$ cat src/rtl/strobe_capture.sv
// strobe_capture: syncs and glitch-filters EXT_STRB, one STRB_VALID per qualified strobe, latency SYNC_STAGES+FILTER_CYCLES+1.
// No backpressure: pulses are dropped (CAP_EN low, CLR, FULL -> OVERRUN); macro STRB_PARITY_EN adds EXT_PAR/PAR_ERR_CNT.
module strobe_capture #(
  parameter int SYNC_STAGES   = 2,
  parameter int FILTER_CYCLES = 3,
  parameter int MAX_STROBES   = 32
) (
  input  logic       CLK,
  input  logic       RST_N,
  input  logic       EXT_STRB,
  input  logic [7:0] EXT_DATA,
  input  logic       CAP_EN,
  input  logic       CLR,
`ifdef STRB_PARITY_EN
  input  logic       EXT_PAR,
  output logic [7:0] PAR_ERR_CNT,
`endif
  output logic [7:0] STRB_DATA,
  output logic       STRB_VALID,
  output logic [5:0] STRB_TOTAL,
  output logic       FULL,
  output logic       OVERRUN
);
  typedef enum logic [2:0] {ST_IDLE, ST_ARM, ST_QUAL, ST_EMIT, ST_RELEASE} state_t;

  localparam logic [3:0] FILT_N = 4'(FILTER_CYCLES);
  localparam logic [5:0] MAX_N  = 6'(MAX_STROBES);
  localparam logic [2:0] WARM_N = 3'(SYNC_STAGES + 1);

  logic [SYNC_STAGES-1:0]      strb_sync_q, strb_sync_d;
  logic [SYNC_STAGES-1:0][7:0] data_sync_q, data_sync_d;
  state_t     state_q, state_d;
  logic [3:0] filt_cnt_q, filt_cnt_d;
  logic [2:0] warm_cnt_q, warm_cnt_d;
  logic       cap_ok_q, cap_ok_d;
  logic [7:0] byte_q, byte_d;
  logic [7:0] strb_data_q, strb_data_d;
  logic       strb_valid_q, strb_valid_d;
  logic [5:0] total_q, total_d;
  logic       overrun_q, overrun_d;
  logic       s_strb;
  logic [7:0] s_data;
  logic       warm, latch_en, emit, byte_good, full;

`ifdef STRB_PARITY_EN
  logic [SYNC_STAGES-1:0] par_sync_q, par_sync_d;
  logic                   par_ok_q, par_ok_d;
  logic [7:0]             par_err_q, par_err_d;
`endif

  assign s_strb = strb_sync_q[SYNC_STAGES-1];
  assign s_data = data_sync_q[SYNC_STAGES-1];
  assign full   = (total_q == MAX_N);
  // A high s_strb that was sampled on the first edge after reset belongs to a strobe already in flight.
  assign warm   = (warm_cnt_q == WARM_N);

  always_ff @(posedge CLK or negedge RST_N) begin
    if (!RST_N) begin
      state_q    <= ST_IDLE;
      filt_cnt_q <= 4'd0;
    end else begin
      state_q    <= state_d;
      filt_cnt_q <= filt_cnt_d;
    end
  end

  always_comb begin
    state_d    = state_q;
    filt_cnt_d = filt_cnt_q;
    case (state_q)
      ST_IDLE: begin
        if (s_strb) begin
          if (warm) begin
            state_d    = ST_QUAL;
            filt_cnt_d = 4'd1;
          end else begin
            state_d = ST_ARM;
          end
        end
      end
      ST_ARM: begin
        if (!s_strb) state_d = ST_IDLE;
      end
      ST_QUAL: begin
        if (!s_strb) begin
          state_d    = ST_IDLE;
          filt_cnt_d = 4'd0;
        end else if (filt_cnt_q >= FILT_N) begin
          state_d    = ST_EMIT;
          filt_cnt_d = 4'd0;
        end else begin
          filt_cnt_d = filt_cnt_q + 4'd1;
        end
      end
      ST_EMIT: begin
        state_d    = ST_RELEASE;
        filt_cnt_d = 4'd0;
      end
      ST_RELEASE: begin
        if (s_strb) begin
          filt_cnt_d = 4'd0;
        end else if (filt_cnt_q + 4'd1 >= FILT_N) begin
          state_d    = ST_IDLE;
          filt_cnt_d = 4'd0;
        end else begin
          filt_cnt_d = filt_cnt_q + 4'd1;
        end
      end
      default: begin
        state_d    = ST_IDLE;
        filt_cnt_d = 4'd0;
      end
    endcase
  end

  always_comb begin
    latch_en = (state_q == ST_QUAL) && s_strb && (filt_cnt_q >= FILT_N);
    emit     = (state_q == ST_EMIT);
  end

  always_comb begin
    strb_sync_d = {strb_sync_q[SYNC_STAGES-2:0], EXT_STRB};
    data_sync_d = {data_sync_q[SYNC_STAGES-2:0], EXT_DATA};
    warm_cnt_d  = warm ? warm_cnt_q : warm_cnt_q + 3'd1;
    // Enable must hold for the whole qualification, so a late CAP_EN never yields a partial strobe.
    cap_ok_d = cap_ok_q;
    if (state_q == ST_IDLE)      cap_ok_d = CAP_EN;
    else if (state_q == ST_QUAL) cap_ok_d = cap_ok_q & CAP_EN;
    byte_d = latch_en ? s_data : byte_q;
`ifdef STRB_PARITY_EN
    par_sync_d = {par_sync_q[SYNC_STAGES-2:0], EXT_PAR};
    par_ok_d   = latch_en ? ^{par_sync_q[SYNC_STAGES-1], s_data} : par_ok_q;
    byte_good  = par_ok_q;
    par_err_d  = par_err_q;
    if (CLR)                                      par_err_d = 8'd0;
    else if (emit && !par_ok_q && par_err_q != 8'hFF) par_err_d = par_err_q + 8'd1;
`else
    byte_good = 1'b1;
`endif
    strb_valid_d = emit && cap_ok_q && CAP_EN && byte_good && !full && !CLR;
    strb_data_d  = strb_valid_d ? byte_q : strb_data_q;
    total_d = total_q;
    if (CLR)                        total_d = 6'd0;
    else if (strb_valid_q && !full) total_d = total_q + 6'd1;
    overrun_d = overrun_q;
    if (CLR)                                                  overrun_d = 1'b0;
    else if (emit && cap_ok_q && CAP_EN && byte_good && full) overrun_d = 1'b1;
  end

  always_ff @(posedge CLK or negedge RST_N) begin
    if (!RST_N) begin
      strb_sync_q  <= '0;
      data_sync_q  <= '0;
      warm_cnt_q   <= 3'd0;
      cap_ok_q     <= 1'b0;
      byte_q       <= 8'd0;
      strb_data_q  <= 8'd0;
      strb_valid_q <= 1'b0;
      total_q      <= 6'd0;
      overrun_q    <= 1'b0;
    end else begin
      strb_sync_q  <= strb_sync_d;
      data_sync_q  <= data_sync_d;
      warm_cnt_q   <= warm_cnt_d;
      cap_ok_q     <= cap_ok_d;
      byte_q       <= byte_d;
      strb_data_q  <= strb_data_d;
      strb_valid_q <= strb_valid_d;
      total_q      <= total_d;
      overrun_q    <= overrun_d;
    end
  end

`ifdef STRB_PARITY_EN
  always_ff @(posedge CLK or negedge RST_N) begin
    if (!RST_N) begin
      par_sync_q <= '0;
      par_ok_q   <= 1'b0;
      par_err_q  <= 8'd0;
    end else begin
      par_sync_q <= par_sync_d;
      par_ok_q   <= par_ok_d;
      par_err_q  <= par_err_d;
    end
  end

  assign PAR_ERR_CNT = par_err_q;
`endif

  assign STRB_DATA  = strb_data_q;
  assign STRB_VALID = strb_valid_q;
  assign STRB_TOTAL = total_q;
  assign FULL       = full;
  assign OVERRUN    = overrun_q;
endmodule

$ cat config.mk
export PLATFORM = sky130hd
export DESIGN_NAME = strobe_capture
export DESIGN_NICKNAME = d
export VERILOG_FILES = /design/src/rtl/strobe_capture.sv
export SDC_FILE = /design/constraint.sdc
export NUM_CORES = 1
export LEC_CHECK = 0
export CORE_UTILIZATION = 53
export CTS_CLUSTER_SIZE = 14
export DETAILED_ROUTE_END_ITERATION = 7
export PLACE_DENSITY = 0.83
export SYNTH_ARGS = -nofsm -noshare
export SYNTH_HDL_FRONTEND = slang
export SYNTH_SLANG_ARGS = --single-unit
$ cat constraint.sdc
create_clock -name CLK -period 2 [get_ports CLK]
set_clock_uncertainty 0.15 [all_clocks]
set_input_delay 0.4 -clock CLK [delete_from_list [all_inputs] [get_ports CLK]]
set_output_delay 0.4 -clock CLK [all_outputs]
set_load 0.005 [all_outputs]
# ---- Word-level counts from Yosys, hierarchy flattened
# Cells that the tools add are included.
# W data, S select, Z words.
dict set report op_classes {
  eq_ne 12
  add_sub_neg 3
  reduce_logical 16
  order_cmp 2
  n_mux 21
  n_bitwise 2
}
# op n
set op_table {}
lappend op_table {{$mux W4} 6}
lappend op_table {{$mux W3} 6}
lappend op_table {{$pmux W4 S4} 1}
lappend op_table {{$pmux W3 S5} 1}
lappend op_table {{$mux W6} 2}
lappend op_table {{$ne A2 B2 Y1 const B} 5}
lappend op_table {{$eq A3 B2 Y1 const B} 3}
lappend op_table {{$ge A4 B2 Y1 const B} 2}
lappend op_table {{$logic_and A1 B1 Y1} 8}
lappend op_table {{$add A6 B1 Y6 const B} 1}
lappend op_table {{$eq A6 B6 Y1 const B} 1}
lappend op_table {{$reduce_bool A2 Y1} 3}
lappend op_table {{$reduce_and A5 Y1} 1}
lappend op_table {{$add A4 B1 Y4 const B} 1}
lappend op_table {{$mux W1} 4}
lappend op_table {{$add A3 B1 Y3 const B} 1}
lappend op_table {{$eq A3 B1 Y1 const B} 1}
lappend op_table {{$eq A3 B3 Y1 const B} 1}
lappend op_table {{$logic_not A3 Y1} 1}
lappend op_table {{$ne A3 B3 Y1 const B} 1}
lappend op_table {{$reduce_and A3 Y1} 1}
lappend op_table {{$logic_not A1 Y1} 2}
lappend op_table {{$mux W2} 1}
lappend op_table {{$and A1 B1 Y1} 1}
lappend op_table {{$not A1 Y1} 1}
dict set report word_totals {
  in_bits 13
  regBits 53
  output_inout_bits 17
  elab_cells 68
}

# ---- Depth between registers and ports, before layout
dict set report logic_depth {
  word_depth 6
  ltp_mapped 6
  depth_no_buf 6
}

# ---- Worst setup path before layout
# OpenSTA, ideal clock, no wires.
dict set report synth_timing {
  path_kind {register to register}
  start {register total_q[0] (netlist: STRB_TOTAL[0])}
  end {register strb_data_q[0] (netlist: STRB_DATA[0])}
  n_path_buf 0
  synth_period_minus_slack_ps 1780
  path_stages_with_launch 7
  slack_ps 220
  setup_ps 125
  arrival_ps 1505
  cell_sequence {dfrtp_1 -> inv_1 -> ha_1 -> nand2_1 -> nor4_4 -> nor3_4 -> mux2_2}
}
dict set report synth_between {
  elab_chain_len 4
}
# element line_no
set synth_lines {}
lappend synth_lines {{from (decl)} 39} ;# logic [5:0] total_q, total_d;
lappend synth_lines {{from (signal assigned)} 169} ;# total_q <= total_d;
lappend synth_lines {{$eq A6 B6 Y1} 53} ;# assign full = (total_q == MAX_N);
lappend synth_lines {{via FULL} 21} ;# output logic FULL,
lappend synth_lines {{$logic_not A1 Y1} 140} ;# strb_valid_d = emit && cap_ok_q && CAP_EN && byte_good && !full && !CLR;
lappend synth_lines {{$logic_and A1 B1 Y1 (2 in series)} 140}
lappend synth_lines {{via strb_valid_d} 38} ;# logic strb_valid_q, strb_valid_d;
lappend synth_lines {{to (signal assigned)} 167} ;# strb_data_q <= strb_data_d;
lappend synth_lines {{to (decl)} 37} ;# logic [7:0] strb_data_q, strb_data_d;
# The timed path passes the listed nets, and every way through them passes these cells.
# A chain may end at the register's enable or synchronous reset.

# ---- Final worst setup path
dict set report layout_timing {
  start {register total_q[0] (netlist: STRB_TOTAL[0])}
  end {output FULL}
}
dict set report layout_between {
  elab_chain_len 1
}
# element line_no
set layout_lines {}
lappend layout_lines {{$eq A6 B6 Y1} 53}
lappend layout_lines {{to (decl)} 21}
# Every way passes these cells.

==> key figures <==
Global route
  • GRT Overall Usage: 20.4%
  • Number of antenna violations at the first check in global routing: 0
  • Via count of the first global-routing pass: 1,357
  • Overflow after GRT: 0
  • Global-route wire length before repair: 6210 um
  • Largest net degree at the start of global routing: 54

Floorplanning
  • Std cell rows: 22
  • Number of ports placed on the die boundary: 30
  • Initial Util: 55.5%
  • CORE AREA: 3690 um^2
  • Overall die area: 4110 um^2
  • Height of the die: 64.1 um
  • Die W: 64.1 um

Routing
  • Initial drt markers: 60
  • WL met3: 186 um
  • Antenna Violating Nets Remaining: 0
  • Post-detailed-route wirelength per cell: 15.5 um
  • Metal-1 WL: 1590 um
  • Max Used Layer: met4
  • Drt first pass iters: 4
  • Via count of the routed design: 1,288
  • Number of DRC violations after detailed routing: 0
  • Vias per inst: 5.32
  • Routed length on met2: 1960 um
  • Wire length reported by the detailed router: 3760 um

Clock network
  • Clock latency at the later pin of the worst-skew pair: 0.31 ns
  • Cts bufs inserted: 5
  • Bufs on Longest Clock Path: 2
  • Clk root buf: sky130_fd_sc_hd__clkbuf_8
  • CTS clk-pin slew, worst paths: 0.09 ns
  • Max H-tree Level: 2
  • TritonCTS clock tree: built
  • Number of sinks driven by the clock tree: 53

Yosys
  • Number of synthesized flops with an enable pin: 0
  • Post-Syn Area: 2050 um^2
  • Cell variety after synth: 37
  • Synthesized net count: 166
  • Mapped Cells: 147
  • Async set-or-reset flop fraction in the synthesized netlist: 100%
  • Most used flip-flop cell after synthesis: sky130_fd_sc_hd__dfrtp_1
  • Sequential fraction of the synthesis area: 64.8%
  • Warning count from the yosys run: 0
  • Total of flip-flops plus latches after synthesis: 53
  • Per-instance average area after synthesis: 13.9 um^2

Timing
  • Worst slew margin: 69.7%
  • Worst-Margin Slew: 0.450 ns
  • Final number of max-transition violations: 0
  • Highest attainable clock frequency: 0.505 GHz
  • Hold violation count in the final report: 0
  • Number of endpoints failing setup at the final stage: 0
  • Final Worst Setup Slack: 0.0183 ns
  • Post-layout min period: 1.98 ns
  • Ratio of final minimum period to clock period: 99.1%
  • Unrepaired setup endpoints after global routing: yes

Final layout
  • Share of cells above drive strength 1: 26.8%
  • Total of fill cells in the finished design: 267
  • Antenna diode instance count: 0
  • Sequential cell area: 1330 um^2
  • Multi-input gate area in the final layout: 708 um^2
  • Fin util: 72.3%
  • Final Instance Area: 2670 um^2
  • Post-layout nets: 212
  • Layout overhead on the synthesized area: 30.2%

Critical path
  • Reg-to-reg startpoint: filt_cnt_q[0]
  • Worst EP required: 1.45 ns
  • Startpoint Class: register
  • Arrival time at the worst endpoint: 1.43 ns
  • Launch point of the critical path: STRB_TOTAL[0]
  • Type of element capturing the critical path: output port
  • Setup Crit Path Kind: register to output port
  • Worst-path fanout max: 2

Pwr
  • Worst-case vdd ir drop: 0.663 mV
  • Sequential share of power: 54.6%
  • Combinational share of power: 9.1%
  • Lkg Pwr: 1.23 nW
  • Tot Pwr: 2.31 mW
  • Switching share of power: 21.6%
  • Switching pwr: 0.499 mW
  • Portion of total power attributed to the clock network: 36.3%
  • Cell area power density: 866 nW/um^2
  • Internal power contribution: 1.81 mW

Placement
  • Port Buf Inserts: 29
  • Pre-CTS setup slack: 0.0391 ns
  • Detailed placement HPWL: 2480 um
  • GPL Wtd Cong: 0.820
  • Cell Area, Placed: 2460 um^2

Min path
  • Startpoint of the worst hold path: data_sync_d[10]
  • HP Class: register to register

Status
  • Result of the run: completed

Run
  • Max Cap Viol: 0
## critical path, stage by stage, from the launching register on
cell                      delay (ns)
sky130_fd_sc_hd__dfrtp_1        0.40
sky130_fd_sc_hd__inv_2          0.08
sky130_fd_sc_hd__ha_4           0.13
sky130_fd_sc_hd__nand2_4        0.06
sky130_fd_sc_hd__nor4_4         0.29
sky130_fd_sc_hd__buf_2          0.16
## state kept, by name, indices dropped and copies added, names as in the netlist
register and flops:
OVERRUN 1, STRB_DATA 8, s_data 8, warm_cnt_q 3, state_q 3, data_sync_d 8
byte_q 8, cap_ok_q 1, strb_sync_q 2, STRB_TOTAL 6, filt_cnt_q 4, STRB_VALID 1
## logic make-up after synthesis
group	share of synthesized area [%]
and+or+nand+nor	12.5
adders and majority gates	3.67
xor gates and xnor gates	2.14
AOI/OAI and AO/OA	4.89
muxes	9.84
DFF	64.8
buffers and inverters	2.20
## worst paths after layout
path	endpoint	slack, ns	cells past startpoint
max in group asynchronous	state_q[1]	1.03	3
worst min register to register	s_data[2]	0.21	0
worst min-delay path	s_data[2]	0.21	0
min in group asynchronous	filt_cnt_q[2]	0.45	3
worst max register to register	byte_q[4]	0.12	5
worst max-delay path	FULL	0.02	5
## Yosys cell counts (2+ instances only)
cell                      count  area, um^2
sky130_fd_sc_hd__a21oi_1      2        10.0
sky130_fd_sc_hd__mux2_2      17         191
sky130_fd_sc_hd__nand2_1      9        33.8
sky130_fd_sc_hd__nor3b_1      2        15.0
sky130_fd_sc_hd__and3b_2      2        20.0
sky130_fd_sc_hd__and2_1       2        12.5
sky130_fd_sc_hd__o31ai_1      2        15.0
sky130_fd_sc_hd__inv_1        4        15.0
sky130_fd_sc_hd__or3_1        2        12.5
sky130_fd_sc_hd__ha_1         6        75.1
sky130_fd_sc_hd__nand4_1      2        12.5
sky130_fd_sc_hd__o21ai_0      3        15.0
sky130_fd_sc_hd__nor2_1      12        45.0
sky130_fd_sc_hd__nor3_1       3        15.0
sky130_fd_sc_hd__dfrtp_1     53        1330
sky130_fd_sc_hd__xor2_1       3        26.3
sky130_fd_sc_hd__xnor2_1      2        17.5
sky130_fd_sc_hd__buf_4        2        15.0
## stage by stage
stage          setup TNS (ns)  hold slack [ns]  std cells
3_3_place_gp                0            0.183        230
6_report                    0            0.205        242
5_1_grt               -0.0554            0.215        242
3_5_place_dp                0            0.186        230
4_1_cts                     0            0.207        239
2_1_floorplan               0          -0.0456        147
## layout make-up
class,instances,area share (%)
clock buffer,5,2.58
clock inverter,3,2.44
inverter,4,0.563
multi-input combinational,86,26.6
sequential,53,49.8
tap,48,2.25
timing repair buffer,43,15.8
## power by group through the flow
stage	Sequential, mW	Combinational, mW	Clock, mW
floorplan	1.25	0.137	0
global placement	1.26	0.195	0
detailed placement	1.28	0.210	0
CTS	1.26	0.214	0.850
global route	1.27	0.235	0.891
finish	1.26	0.211	0.838
## routing by layer
| layer | track usage, % | vias up |
|---|---|---|
| met5 | 0 | - |
| met4 | 8.06 | 0 |
| met3 | 5.89 | 4 |
| met2 | 33.8 | 38 |
| met1 | 25.4 | 649 |
| li1 | - | 597 |
## cell usage in the layout (no fill, tap or decap), types with 3 or more instances in the layout
| cell type | count |
|---|---|
| sky130_fd_sc_hd__buf_4 | 10 |
| sky130_fd_sc_hd__clkbuf_8 | 5 |
| sky130_fd_sc_hd__clkdlybuf4s50_1 | 25 |
| sky130_fd_sc_hd__dfrtp_1 | 53 |
| sky130_fd_sc_hd__ha_1 | 5 |
| sky130_fd_sc_hd__mux2_2 | 17 |
| sky130_fd_sc_hd__nand2_1 | 8 |
| sky130_fd_sc_hd__nor2_1 | 12 |
| sky130_fd_sc_hd__nor3_1 | 3 |
| sky130_fd_sc_hd__o21ai_0 | 3 |
| sky130_fd_sc_hd__xor2_1 | 3 |
## repair_timing
item | in CTS | in global routing
pin swaps | 0 | 2
endpoints found under the hold margin | 53 | 0
endpoints found under the setup margin | 1 | 16
buffers inserted | 0 | 3
hold buffers | 1 | 0
gates cloned | 0 | 0
resized for setup | 4 | 11
Power figures use the tool's default switching activity.
